## src/rtl/systolic_pe_mp.sv

```systemverilog
// Multi-precision systolic PE with a Depth-entry weight bank.
// Define SYSTOLIC_PE_SAT_EN for saturating accumulation with overflow flag.
module systolic_pe_mp #(
  parameter int BitSize       = 8,
  parameter int M_W_BitSize   = 8,
  parameter int Depth         = 4,
  parameter int Offset        = 0,
  parameter int FixedPointPos = 0
) (
  input  logic                   clk,
  input  logic                   res,
  input  logic                   in_valid,
  input  logic [1:0]             in_mode,
  input  logic                   en_l_b,
  input  logic                   in_increment,
  input  logic [BitSize-1:0]     in_a,
  input  logic [M_W_BitSize-1:0] in_b,
  input  logic [BitSize-1:0]     in_partial_sum,
  output logic                   out_valid,
  output logic [1:0]             out_mode,
  output logic                   out_increment,
  output logic [BitSize-1:0]     out_a,
  output logic [M_W_BitSize-1:0] out_b,
  output logic                   out_l_b,
  output logic [BitSize-1:0]     out_partial_sum,
  output logic                   out_overflow
);

  localparam int PW = BitSize + 8;
  localparam int SW = BitSize + 9;
  localparam int AW = (Depth > 1) ? $clog2(Depth) : 1;
  localparam logic [AW-1:0] RD_RST = AW'(Offset % Depth);
  localparam logic [AW-1:0] LAST   = AW'(Depth - 1);

  logic [7:0]         bank_q [Depth];
  logic [AW-1:0]      wr_q, wr_d, rd_q, rd_d;
  logic               valid_q, inc_q, lb_q, ovf_q;
  logic [1:0]         mode_q;
  logic [BitSize-1:0] a_q, ps_q;
  logic [M_W_BitSize-1:0] b_q;

  logic [7:0]           w;
  logic signed [PW-1:0] a_x, w4_x, w8_x, mul4, mul8, prod;
  logic signed [SW-1:0] sum;
  logic [BitSize-1:0]   red;
  logic                 ovf;

  assign w    = bank_q[rd_q];
  assign a_x  = {{8{in_a[BitSize-1]}}, in_a};
  assign w4_x = {{(PW-4){w[3]}}, w[3:0]};
  assign w8_x = {{(PW-8){w[7]}}, w};
  assign mul4 = (a_x * w4_x) >>> FixedPointPos;
  assign mul8 = (a_x * w8_x) >>> FixedPointPos;

  always_comb begin
    prod = '0;
    unique case (in_mode)
      2'd0: prod = w[0] ? a_x : -a_x;
      2'd1: begin
        if (w[1:0] == 2'b01)      prod = a_x;
        else if (w[1:0] == 2'b11) prod = -a_x;
        else                      prod = '0;
      end
      2'd2: prod = mul4;
      2'd3: prod = mul8;
    endcase
  end

  assign sum = {{9{in_partial_sum[BitSize-1]}}, in_partial_sum}
             + {prod[PW-1], prod};

`ifdef SYSTOLIC_PE_SAT_EN
  // Upper bits must all match the result sign bit to fit in BitSize.
  logic [SW-BitSize:0] hi;
  assign hi  = sum[SW-1:BitSize-1];
  assign ovf = !((&hi) || !(|hi));
  assign red = !ovf ? sum[BitSize-1:0]
             : sum[SW-1] ? {1'b1, {(BitSize-1){1'b0}}}
             : {1'b0, {(BitSize-1){1'b1}}};
`else
  assign ovf = 1'b0;
  assign red = sum[BitSize-1:0];
`endif

  always_comb begin
    wr_d = wr_q;
    rd_d = rd_q;
    if (en_l_b)
      wr_d = (wr_q == LAST) ? '0 : wr_q + 1'b1;
    if (in_valid && in_increment)
      rd_d = (rd_q == LAST) ? '0 : rd_q + 1'b1;
  end

  always_ff @(posedge clk) begin
    if (res) begin
      for (int i = 0; i < Depth; i++) bank_q[i] <= '0;
      wr_q    <= '0;
      rd_q    <= RD_RST;
      valid_q <= 1'b0;
      mode_q  <= '0;
      inc_q   <= 1'b0;
      a_q     <= '0;
      b_q     <= '0;
      lb_q    <= 1'b0;
      ps_q    <= '0;
      ovf_q   <= 1'b0;
    end else begin
      valid_q <= in_valid;
      b_q     <= in_b;
      lb_q    <= en_l_b;
      wr_q    <= wr_d;
      rd_q    <= rd_d;
      if (en_l_b) bank_q[wr_q] <= in_b[7:0];
      if (in_valid) begin
        mode_q <= in_mode;
        inc_q  <= in_increment;
        a_q    <= in_a;
        ps_q   <= red;
        ovf_q  <= ovf;
      end
    end
  end

  assign out_valid       = valid_q;
  assign out_mode        = mode_q;
  assign out_increment   = inc_q;
  assign out_a           = a_q;
  assign out_b           = b_q;
  assign out_l_b         = lb_q;
  assign out_partial_sum = ps_q;
  assign out_overflow    = ovf_q;

endmodule

```

## config.mk

```make
export PLATFORM = sky130hd
export DESIGN_NAME = systolic_pe_mp
export DESIGN_NICKNAME = d
export VERILOG_FILES = /design/src/rtl/systolic_pe_mp.sv
export SDC_FILE = /design/constraint.sdc
export NUM_CORES = 1
export LEC_CHECK = 0
export BUFFER_PORTS_ARGS = -buffer_cell sky130_fd_sc_hd__clkbuf_2
export CORE_ASPECT_RATIO = 0.7
export CORE_MARGIN = 4
export CORE_UTILIZATION = 52
export DETAILED_ROUTE_END_ITERATION = 8
export PLACE_DENSITY = 0.72
export SLEW_MARGIN = 20
export SYNTH_ARGS = -nofsm -noshare
export SYNTH_HDL_FRONTEND = slang
export SYNTH_SLANG_ARGS = --single-unit
```

## constraint.sdc

```tcl
create_clock -name clk -period 6.9 [get_ports clk]
set_clock_uncertainty 0.2 [all_clocks]
set_input_delay 0.69 -clock clk [delete_from_list [all_inputs] [get_ports clk]]
set_output_delay 0.69 -clock clk [all_outputs]
set_load 0.02 [all_outputs]
```

== Yosys cells after proc, flatten, opt, wreduce, memory -nomap -nowiden ==
Memory sizes are Yosys's and may differ from the RTL's. A register that Yosys moved wholly into a read port is not among the register bits.
Cells that the tools add are included.

* Register bits: 33
* RAM bits: 32
* Input port bits: 31
* Output and inout bits: 30
* Word-level logic and storage cells: 42
* Memories: 1

{| class="wikitable"
|+ Memory list
! memory !! words !! width !! rd ports !! clocked after memory_dff !! wr ports !! line !! text
|-
| bank_q || 4 || 8 || 1 || 1 || 4 || 35 || <nowiki>logic [7:0] bank_q [Depth];</nowiki>
|}

* Add/subtract/negate cells: 4
* Multipliers: 2
* Equality and inequality tests: 7
* Multiplexer cells: 16
* Reduce and logical (&&, ||, !) cells: 3

{| class="wikitable"
|+ Operators with widths
! kind !! number
|-
| $mux 8 || 4
|-
| $pmux 8 s4 || 1
|-
| $eq 2x2->1 const B || 5
|-
| $mux 2 || 5
|-
| $add 8x8->8 || 1
|-
| $mul 8x4->8 || 1
|-
| $mul 8x8->8 || 1
|-
| $neg 8->8 || 1
|-
| $reduce_or 8->1 || 1
|-
| $mux 1 || 6
|-
| $add 2x1->2 const B || 2
|-
| $eq 2x1->1 const B || 2
|-
| $logic_not 2->1 || 1
|-
| $logic_and 1x1->1 || 1
|}

== Depth between registers and ports, before layout ==
Gate-level depths: netlist (run 1).

* Word-level depth: 5
* Depth in mapped cells: 25
* Depth with buffers taken out: 22

== Worst setup path after synthesis (run 1) ==
OpenSTA, ideal clock, no wires.

* Path type: register to register
* Start: register (tool-made name)
* End: register ps_q[7], in the netlist out_partial_sum[7]
* Setup time: 0.091 ns
* Arrival: 5.386 ns
* Data required time: 6.609 ns
* Path slack: 1.223 ns
* Stages on the path, launching flop included: 22
* Period minus slack after synthesis: 5.677 ns
* Path through: dfxtp_1 > buf_6 > mux4_2 > clkbuf_1 > clkbuf_1 > and2_1 > ha_1 > inv_1 > fa_1 > inv_1 > ha_1 > fa_1 > ha_1 > fa_1 > a221oi_1 > a21oi_1 > ha_1 > or3_1 > o21ai_0 > xor2_1 > a311o_1 > a311oi_1

{| class="wikitable"
|+ RTL lines
! what !! line !! text
|-
| end signal, assigned || 118 || <nowiki>ps_q <= red;</nowiki>
|-
| end, declared || 39 || <nowiki>logic [BitSize-1:0] a_q, ps_q;</nowiki>
|}

==> results of run 1 <==
-- routing by layer --
metal | share of wire [%] | track usage (%) | vias up
li1 | - | - | 1672
met1 | 45 | 28.5 | 1650
met2 | 46 | 34.6 | 119
met3 | 8.6 | 5.75 | 13
met4 | 1.2 | 5.59 | 0
met5 | 0 | 0 | -
-- registers in the layout, summed over array words and instances (netlist names), named ones only --
signal	flops
out_increment	1
out_mode	2
out_b	8
out_valid	1
out_l_b	1
bank_q	32
rd_q	2
out_a	8
out_partial_sum	8
wr_q	2
-- power by group through the flow --
| stage | clock [mW] | combinational, mW | sequential [mW] |
|---|---|---|---|
| after CTS | 0.429 | 0.489 | 0.464 |
| after detailed placement | 0 | 0.483 | 0.473 |
| final | 0.422 | 0.484 | 0.464 |
| after global routing | 0.450 | 0.545 | 0.468 |
| after global placement | 0 | 0.468 | 0.471 |
| after floorplan | 0 | 0.335 | 0.488 |
-- metrics by stage --
| stage | utilization (%) | instances |
|---|---|---|
| 2_1_floorplan | - | 465 |
| 3_3_place_gp | 58.9 | 625 |
| 3_5_place_dp | 58.9 | 625 |
| 4_1_cts | 62.1 | 641 |
| 5_1_grt | 62.1 | 641 |
| 6_report | 62.1 | 641 |
-- cell usage in the layout (no fill, tap or decap), types with 20 or more instances in the layout --
cell type / n
ha_1: 39
inv_1: 43
and2_1: 48
xnor2_1: 20
nand2_1: 30
nor2_1: 38
fa_1: 23
clkbuf_2: 59
dfxtp_1: 35
a21oi_1: 21
edfxtp_1: 32
-- path summary, 6_finish.rpt --
check	start	to	slack, ps	cells past startpoint
worst max-delay path	flop	out_partial_sum[7]	790	18
worst min-delay path	out_increment	out_increment	280	2
worst max register to register	flop	out_partial_sum[7]	790	18
worst min register to register	out_increment	out_increment	280	2
-- critical path, delay by kind of cell (launching register included) --
family	cells	cell delay [ps]
adder cells (fa/ha/maj)	7	2500
AO/OA/AOI/OAI	5	1150
multiplexers	1	760
flip-flops	1	620
AND/OR/NAND/NOR	2	570
XOR/XNOR	1	130
buffers and inverters	2	100
-- kinds of logic (layout without fill, tap and decap cells) --
kind of cell	Yosys count	count (layout)
buffers and inverters	64	120
other	1	1
xor gates and xnor gates	33	33
DFF	67	67
muxes	26	26
AOI/OAI and AO/OA	57	57
adders and majority gates	62	62
and+or+nand+nor	155	155
-- layout make-up --
type | count | area [um2] | share of cell area (%)
clock buffers | 9 | 225 | 4.17
well taps | 120 | 150 | 2.78
repair buffers | 60 | 303 | 5.61
clock inverters | 7 | 50.0 | 0.928
inverters | 44 | 165 | 3.06
flip-flops and latches | 67 | 1660 | 30.8
multi-input cells | 334 | 2840 | 52.6
==> reports/metrics.yaml, run 1 <==
status:
  status: "complete, no violations"
power:
  peakVddDrop_v: 0.000175
  switching_power_mw: 0.465
  seqPwrFrac_pct: 33.9
  internal_power_mw: 0.906
  p_comb_share_pct: 35.3
  p_leak_nw: 2.55
  netSwitchingFraction_pct: 33.9
  pwr-share-clk_pct: 30.8
  p_total_mw: 1.37
  p_per_area_nw_per_um2: 254
synth:
  synth.mux.area_fraction_pct: 8.05
  yosysSeqAreaShare_pct: 34.9
  synth-edff-count: 32
  ys_ff_latch: 67
  postSynthAreaPerCell_um2: 10.2
  synth_top_family_by_area: "adder cells"
  synth_nets: 558
  synthFlopType: "dfxtp_1"
  yosys.area_share.simple_pct: 16.8
  synthAdderAreaFrac_pct: 19.9
  synth_area_leaders: "edfxtp_1 20%, dfxtp_1 15%, ha_1 10%, fa_1 9.7%, and2_1 6.3%"
  synthCells: 465
  synthArstFlopShare_pct: 0
  yosysMostFrequentCell: "and2_1"
  post-synth-top-area-fraction_pct: 20.2
  synthesis.area_um2: 4750
  yosys_warnings: 0
  synth-xor-area-share_pct: 7.32
  yosysTopAreaCell: "edfxtp_1"
  synth_cell_types: 48
  synth-compound-area-share_pct: 7.50
  synth_common_cells: "48 x and2_1, 43 x inv_1, 39 x ha_1"
sta:
  max_freq_mhz: 164
  period_share_pct: 88.6
  final_hold_viol_count: 0
  layout_min_cycle_time_ps: 6110
  worstMarginPinSlew_ps: 1040
  setup_viol: 0
  tns_ps: 0
  rsz0062_at_grt: "no"
  holdWs_ps: 278
  max_slew_margin_pct: 30.6
  slew_violations: 0
  setup_slack_ps: 785
routing:
  drc_errors: 0
  firstDrtPassIters: 5
  via_count: 3454
  final_antenna_net_count: 0
  wl_per_cell_um: 16.5
  via_per_inst: 5.39
  wl_um: 10600
  drtIter0Drc: 196
final_layout:
  fillers: 713
  antenna_cells: 0
  drive_gt1_share_pct: 16.7
  final_nets: 609
  final_area_um2: 5400
  area_growth_pct: 13.5
floorplan:
  core_um2: 8690
  start_util_pct: 54.7
  die_w_um: 122
  die-height_um: 88
  io_pins: 61
  dieArea_um2: 10800
  num_rows: 28
setup_path:
  cp_common_cell: "ha_1"
  arrival_ps: 6150
  path_cells: "mux4_2 > and2_1 > ha_1 > inv_1 > fa_1 > inv_1 > ha_1 > fa_1 > ha_1 > fa_1 > a221oi_1 > a21oi_1 > ha_1 > or3_1 > o21ai_0 > xor2_1 > a311o_1 > a311oi_1"
  max_stage_delay_ps: 760
  cp_slowest_cell: "mux4_2"
  worstPathRequired_ps: 6930
  worstPathMaxFanout: 20
  crit_path_end_kind: "flop"
  path_class: "reg2reg"
  start_kind: "flop"
grt:
  grt_max_degree: 38
  grt.total_usage_pct: 21.3
  grt_pass1_wl_um: 17700
  grt_pass1_vias: 3639
  antenna_found_initial: 0
  overflow: 0
clock_network:
  htreeDepth: 3
  insertion_delay_ps: 330
  cts_tree: "yes"
  post-cts-setup-buffers: 0
  holdBufCountCts: 0
  cts_root_buf: "clkbuf_16"
  clock-sinks: 67
  cts-buffers-inserted: 9
  clkTransAtPathRegs_ps: 60
  cts_buffer_depth: 2
  cts_resized: 0
worst_hold_path:
  hp-class: "reg2reg"
job:
  cap_violations: 0
place:
  pre_cts_slack_ps: 830
  place_congestion: 0.861
  port_buffers: 59
  place_area_um2: 5120
  hpwl_um: 8120
(Power assumes the default switching activity.)
==> inputs of run 2 (changes only) <==
Settings changed: CELL_PAD_IN_SITES_DETAIL_PLACEMENT set to 1, CELL_PAD_IN_SITES_GLOBAL_PLACEMENT set to 2, CORE_UTILIZATION 52 to 38, PLACE_DENSITY 0.72 to 0.8.
==> reports/metrics.yaml, run 2 (same netlist as run 1, synthesis figures left out) <==
routing:
  wl_per_cell_um: 18.3  # was 16.5 um
  firstDrtPassIters: 5  # unchanged
  via_count: 3454  # unchanged
  wl_um: 12400  # was 10600 um
  drc_errors: 0  # unchanged
  final_antenna_net_count: 0  # unchanged
  via_per_inst: 5.09  # was 5.39
  drtIter0Drc: 178  # was 196
worst_hold_path:
  min_to: "out_increment"  # unchanged
  hold_start: "out_increment"  # unchanged
  hold_depth: 2  # unchanged
  hp-class: "reg2reg"  # unchanged
setup_path:
  cp_slowest_cell: "mux4_2"  # unchanged
  path_class: "reg2reg"  # unchanged
  ff2ff_path_depth: 18  # unchanged
  arrival_ps: 6170  # was 6150 ps
  max_stage_delay_ps: 760  # about the same
  cp_common_cell: "ha_1"  # unchanged
  cp_top_family: "adder cells"  # unchanged
  start_kind: "flop"  # unchanged
  crit_path_end_kind: "flop"  # unchanged
  worstPathRequired_ps: 6940  # was 6930 ps
  r2r_end: "out_partial_sum[7]"  # unchanged
  path_cells: "mux4_2 > and2_1 > ha_1 > inv_1 > fa_1 > inv_1 > ha_1 > fa_1 > ha_1 > fa_1 > a221oi_1 > a21oi_1 > ha_1 > or3_1 > o21ai_0 > xor2_1 > a311o_1 > a311oi_1"  # unchanged
  worstPathMaxFanout: 20  # unchanged
  cp_num_cells: 18  # unchanged
  reg2reg_setup_slack_ps: 760  # was 790 ps
  crit_buf_inv: 2  # unchanged
sta:
  final_hold_viol_count: 0  # unchanged
  period_share_pct: 88.9  # was 88.6%
  layout_min_cycle_time_ps: 6140  # was 6110 ps
  slew_violations: 0  # unchanged
  max_freq_mhz: 163  # was 164 MHz
  worstMarginPinSlew_ps: 1010  # was 1040 ps
  setup_viol: 0  # unchanged
  rsz0062_at_grt: "no"  # unchanged
  tns_ps: 0  # unchanged
  max_slew_margin_pct: 32.1  # was 30.6%
final_layout:
  layout_common_cells: "59 x clkbuf_2, 48 x and2_1, 43 x inv_1, 39 x ha_1, 38 x nor2_1"  # unchanged
  final_area_um2: 5480  # was 5400 um2
  final_common_cell: "clkbuf_2"  # unchanged
  antenna_cells: 0  # unchanged
  area_growth_pct: 15.3  # was 13.5%
  layoutNonFillerInstCount: 679  # was 641
  largest_register: "bank_q"  # unchanged
  drive_gt1_share_pct: 16.5  # was 16.7%
  fillers: 1369  # was 713
  final_nets: 610  # was 609
  largest_reg_flops: 32  # unchanged
grt:
  grt_pass1_wl_um: 20600  # was 17700 um
  grt_max_degree: 38  # unchanged
  overflow: 0  # unchanged
  grt_pass1_vias: 3873  # was 3639
  grt.total_usage_pct: 18.5  # was 21.3%
  antenna_found_initial: 0  # unchanged
floorplan:
  core_um2: 12000  # was 8690 um2
  num_rows: 33  # was 28
  dieArea_um2: 14400  # was 10800 um2
  die-height_um: 102  # was 88 um
  io_pins: 61  # unchanged
  start_util_pct: 39.7  # was 54.7%
  die_w_um: 142  # was 122 um
place:
  place_congestion: 0.826  # was 0.861
  port_buffers: 59  # unchanged
  place_area_um2: 5170  # was 5120 um2
  hpwl_um: 9680  # was 8120 um
  dp.cells: 663  # was 625
clock_network:
  cts_tree: "yes"  # unchanged
  htreeDepth: 3  # unchanged
  clock-sinks: 67  # unchanged
  cts-buffers-inserted: 9  # unchanged
  clkTransAtPathRegs_ps: 60  # about the same
  cts_root_buf: "clkbuf_16"  # unchanged
  holdBufCountCts: 0  # unchanged
  cts_resized: 0  # unchanged
  post-cts-setup-buffers: 0  # unchanged
  insertion_delay_ps: 330  # about the same
  cts_buffer_depth: 2  # unchanged
power:
  p_leak_nw: 2.57  # was 2.55 nW
  p_total_mw: 1.42  # was 1.37 mW
  peakVddDrop_v: 0.000135  # was 0.000175 V
  p_per_area_nw_per_um2: 259  # was 254 nW/um2
job:
  cap_violations: 0  # unchanged
status:
  status: "complete, no violations"  # unchanged
==> run 2: worst min-delay path: stages (launching register included) <==
cell,delay (ps)
dfxtp_1,310
nand2b_1,60
a21oi_1,60
==> run 2: final cells by class <==
| class | instances | area [um2] | share of cell area, % |
|---|---|---|---|
| inverter | 44 | 165 | 3.01 |
| multi-input combinational | 334 | 2840 | 51.8 |
| tap | 157 | 196 | 3.58 |
| clock inverter | 2 | 13.8 | 0.251 |
| clock buffer | 14 | 297 | 5.41 |
| timing repair buffer | 61 | 310 | 5.66 |
| sequential | 67 | 1660 | 30.3 |
==> run 2: worst max-delay path by stage <==
| stage | start | end | slack, ps |
|---|---|---|---|
| floorplan | flop | out_partial_sum[7] | 1220 |
| global placement | flop | out_partial_sum[7] | 850 |
| detailed placement | flop | out_partial_sum[7] | 720 |
| CTS | flop | out_partial_sum[7] | 680 |
| global route | flop | out_partial_sum[7] | 360 |
| finish | flop | out_partial_sum[7] | 760 |
==> run 2: metrics by stage <==
step / utilization, % / hold slack, ps / setup slack (ps)
2_1_floorplan: - / 254 / 1220
3_3_place_gp: 43.2 / 267 / 852
3_5_place_dp: 43.2 / 272 / 724
4_1_cts: 45.8 / 284 / 683
5_1_grt: 45.8 / 301 / 364
6_report: 45.8 / 283 / 764
==> run 2: power breakdown <==
part | switching [mW] | internal, mW
clock | 0.169 | 0.297
sequential | 0.0154 | 0.449
combinational | 0.275 | 0.213
==> run 2: routing by layer <==
| metal | global-route usage, % | vias to the layer above | part of all wire [%] |
|---|---|---|---|
| li1 | - | 1665 | - |
| met1 | 26.2 | 1696 | 48 |
| met2 | 29.4 | 80 | 45 |
| met3 | 3.87 | 13 | 5.8 |
| met4 | 4.42 | 0 | 1.1 |
| met5 | 0 | - | 0 |
==> inputs of run 3 (changes only) <==
Settings changed: REMOVE_ABC_BUFFERS set to 1.
==> reports/metrics.yaml, run 3 (same netlist as run 1, synthesis figures left out) <==
power:
  p_leak_nw: 2.55  # was 2.57 nW
  p_per_area_nw_per_um2: 255  # was 259 nW/um2
  internal_power_mw: 0.937  # was 0.959 mW
  seqPwrFrac_pct: 33.4  # was 32.7%
  pwr-share-clk_pct: 31.4  # was 32.9%
  netSwitchingFraction_pct: 32.8  # was 32.4%
  p_comb_share_pct: 35.2  # was 34.4%
  switching_power_mw: 0.457  # was 0.459 mW
  peakVddDrop_v: 0.000157  # was 0.000135 V
setup_path:
  arrival_ps: 6220  # was 6170 ps
  start_kind: "flop"  # unchanged
  cp_slowest_cell: "mux4_2"  # unchanged
  worstPathMaxFanout: 20  # unchanged
  crit_buf_inv: 2  # unchanged
  cp_top_family: "adder cells"  # unchanged
  worstPathRequired_ps: 6930  # was 6940 ps
  path_class: "reg2reg"  # unchanged
  path_cells: "mux4_2 > and2_1 > ha_1 > inv_1 > fa_1 > fa_1 > fa_1 > inv_1 > ha_1 > xor2_1 > o22ai_1 > a2bb2oi_1 > ha_1 > or3_1 > o21ai_0 > xor2_1 > a311o_1 > a311oi_1"  # was mux4_2 > and2_1 > ha_1 > inv_1 > fa_1 > inv_1 > ha_1 > fa_1 > ha_1 > fa_1 > a221oi_1 > a21oi_1 > ha_1 > or3_1 > o21ai_0 > xor2_1 > a311o_1 > a311oi_1
  crit_path_end_kind: "flop"  # unchanged
  reg2reg_setup_slack_ps: 710  # was 760 ps
  max_stage_delay_ps: 780  # was 760 ps
final_layout:
  final_common_cell: "clkbuf_2"  # unchanged
  largest_register: "bank_q"  # unchanged
  final_nets: 609  # was 610
  post-route-util_pct: 45.6  # was 45.8%
  drive_gt1_share_pct: 16.3  # was 16.5%
  area_growth_pct: 14.9  # was 15.3%
  antenna_cells: 0  # unchanged
  layout_common_cells: "59 x clkbuf_2, 48 x and2_1, 43 x inv_1, 39 x ha_1, 38 x nor2_1"  # unchanged
  largest_reg_flops: 32  # unchanged
sta:
  worstMarginPinSlew_ps: 990  # was 1010 ps
  max_freq_mhz: 162  # was 163 MHz
  setup_viol: 0  # unchanged
  tns_ps: 0  # unchanged
  rsz0062_at_grt: "no"  # unchanged
  period_share_pct: 89.6  # was 88.9%
  max_slew_margin_pct: 33.9  # was 32.1%
  slew_violations: 0  # unchanged
  final_hold_viol_count: 0  # unchanged
  layout_min_cycle_time_ps: 6190  # was 6140 ps
  setup_slack_ps: 715  # was 764 ps
place:
  place_congestion: 0.796  # was 0.826
  port_buffers: 59  # unchanged
  pre_cts_slack_ps: 718  # was 724 ps
  hpwl_um: 9860  # was 9680 um
floorplan:
  dieArea_um2: 14400  # unchanged
  die_w_um: 142  # unchanged
  start_util_pct: 39.7  # unchanged
  core_um2: 12000  # unchanged
  die-height_um: 102  # unchanged
  num_rows: 33  # unchanged
  io_pins: 61  # unchanged
worst_hold_path:
  hp-class: "reg2reg"  # unchanged
grt:
  grt_pass1_wl_um: 20700  # was 20600 um
  overflow: 0  # unchanged
  grt_pass1_vias: 3842  # was 3873
  antenna_found_initial: 0  # unchanged
  grt_max_degree: 38  # unchanged
  grt.total_usage_pct: 18.7  # was 18.5%
status:
  status: "complete, no violations"  # unchanged
routing:
  drc_errors: 0  # unchanged
  wl_per_cell_um: 18.8  # was 18.3 um
  via_per_inst: 5.11  # was 5.09
  via_count: 3466  # was 3454
  drtIter0Drc: 135  # was 178
  final_antenna_net_count: 0  # unchanged
  wl_um: 12800  # was 12400 um
  firstDrtPassIters: 4  # was 5
clock_network:
  insertion_delay_ps: 330  # about the same
  cts_root_buf: "clkbuf_16"  # unchanged
  clock-sinks: 67  # unchanged
  cts-buffers-inserted: 9  # unchanged
  post-cts-setup-buffers: 0  # unchanged
  cts_tree: "yes"  # unchanged
  holdBufCountCts: 0  # unchanged
  cts_resized: 0  # unchanged
  htreeDepth: 3  # unchanged
  clkTransAtPathRegs_ps: 60  # about the same
  cts_buffer_depth: 2  # unchanged
job:
  cap_violations: 0  # unchanged
[run 3: changes by cell type in the layout (fill, tap and decap cells not counted)]
| cell | before | now |
|---|---|---|
| buf_4 | 2 | 1 |
| nor3b_2 | 0 | 1 |
| clkbuf_1 | 2 | 3 |
| clkinv_4 | 1 | 2 |
| clkbuf_16 | 11 | 10 |
| clkinv_2 | 1 | 0 |
| nor3b_1 | 3 | 2 |
[run 3: power groups by stage]
stage	Combinational (mW)	Sequential, mW	Clock (mW)
2_1_floorplan	0.321	0.489	0
6_report	0.491	0.465	0.438
3_5_place_dp	0.492	0.473	0
5_1_grt	0.553	0.469	0.465
3_3_place_gp	0.477	0.471	0
4_1_cts	0.498	0.466	0.445
[run 3: stage by stage]
| stage | total power, mW | hold WS (ps) | instances | cell area (um2) |
|---|---|---|---|---|
| 2_1_floorplan | 0.811 | 247 | 445 | 4670 |
| 3_3_place_gp | 0.949 | 266 | 662 | 5170 |
| 3_5_place_dp | 0.966 | 272 | 662 | 5170 |
| 4_1_cts | 1.41 | 285 | 678 | 5460 |
| 5_1_grt | 1.49 | 325 | 678 | 5460 |
| 6_report | 1.39 | 279 | 678 | 5460 |
[run 3: tightest hold or removal path: stages (launching register included)]
cell	delay (ps)
dfxtp_1	310
nand2b_1	60
a21oi_1	60
[run 3: layout make-up]
class | instances | area (um2)
Timing Repair Buffer | 60 | 303
Clock buffer | 14 | 275
Multi-Input combinational cell | 334 | 2850
Inverter | 44 | 165
Fill cell | 1393 | 6510
Clock inverter | 2 | 17.5
Sequential cell | 67 | 1660
Tap cell | 157 | 196
[run 3: final timing paths]
check	from	end	cells past startpoint
worst max-delay path	flop	out_partial_sum[7]	18
worst max register to register	flop	out_partial_sum[7]	18
worst min register to register	out_increment	out_increment	2
worst min-delay path	out_increment	out_increment	2
[run 3: routing by layer]
metal / share of wire, % / global-route usage (%) / up-vias / wire length, um
met1: 48 / 26.1 / 1723 / 6160
met5: 0 / 0 / - / 0
li1: - / - / 1665 / -
met2: 46 / 30.2 / 70 / 5820
met4: 0.99 / 4.28 / 0 / 126
met3: 5.1 / 4.06 / 8 / 650
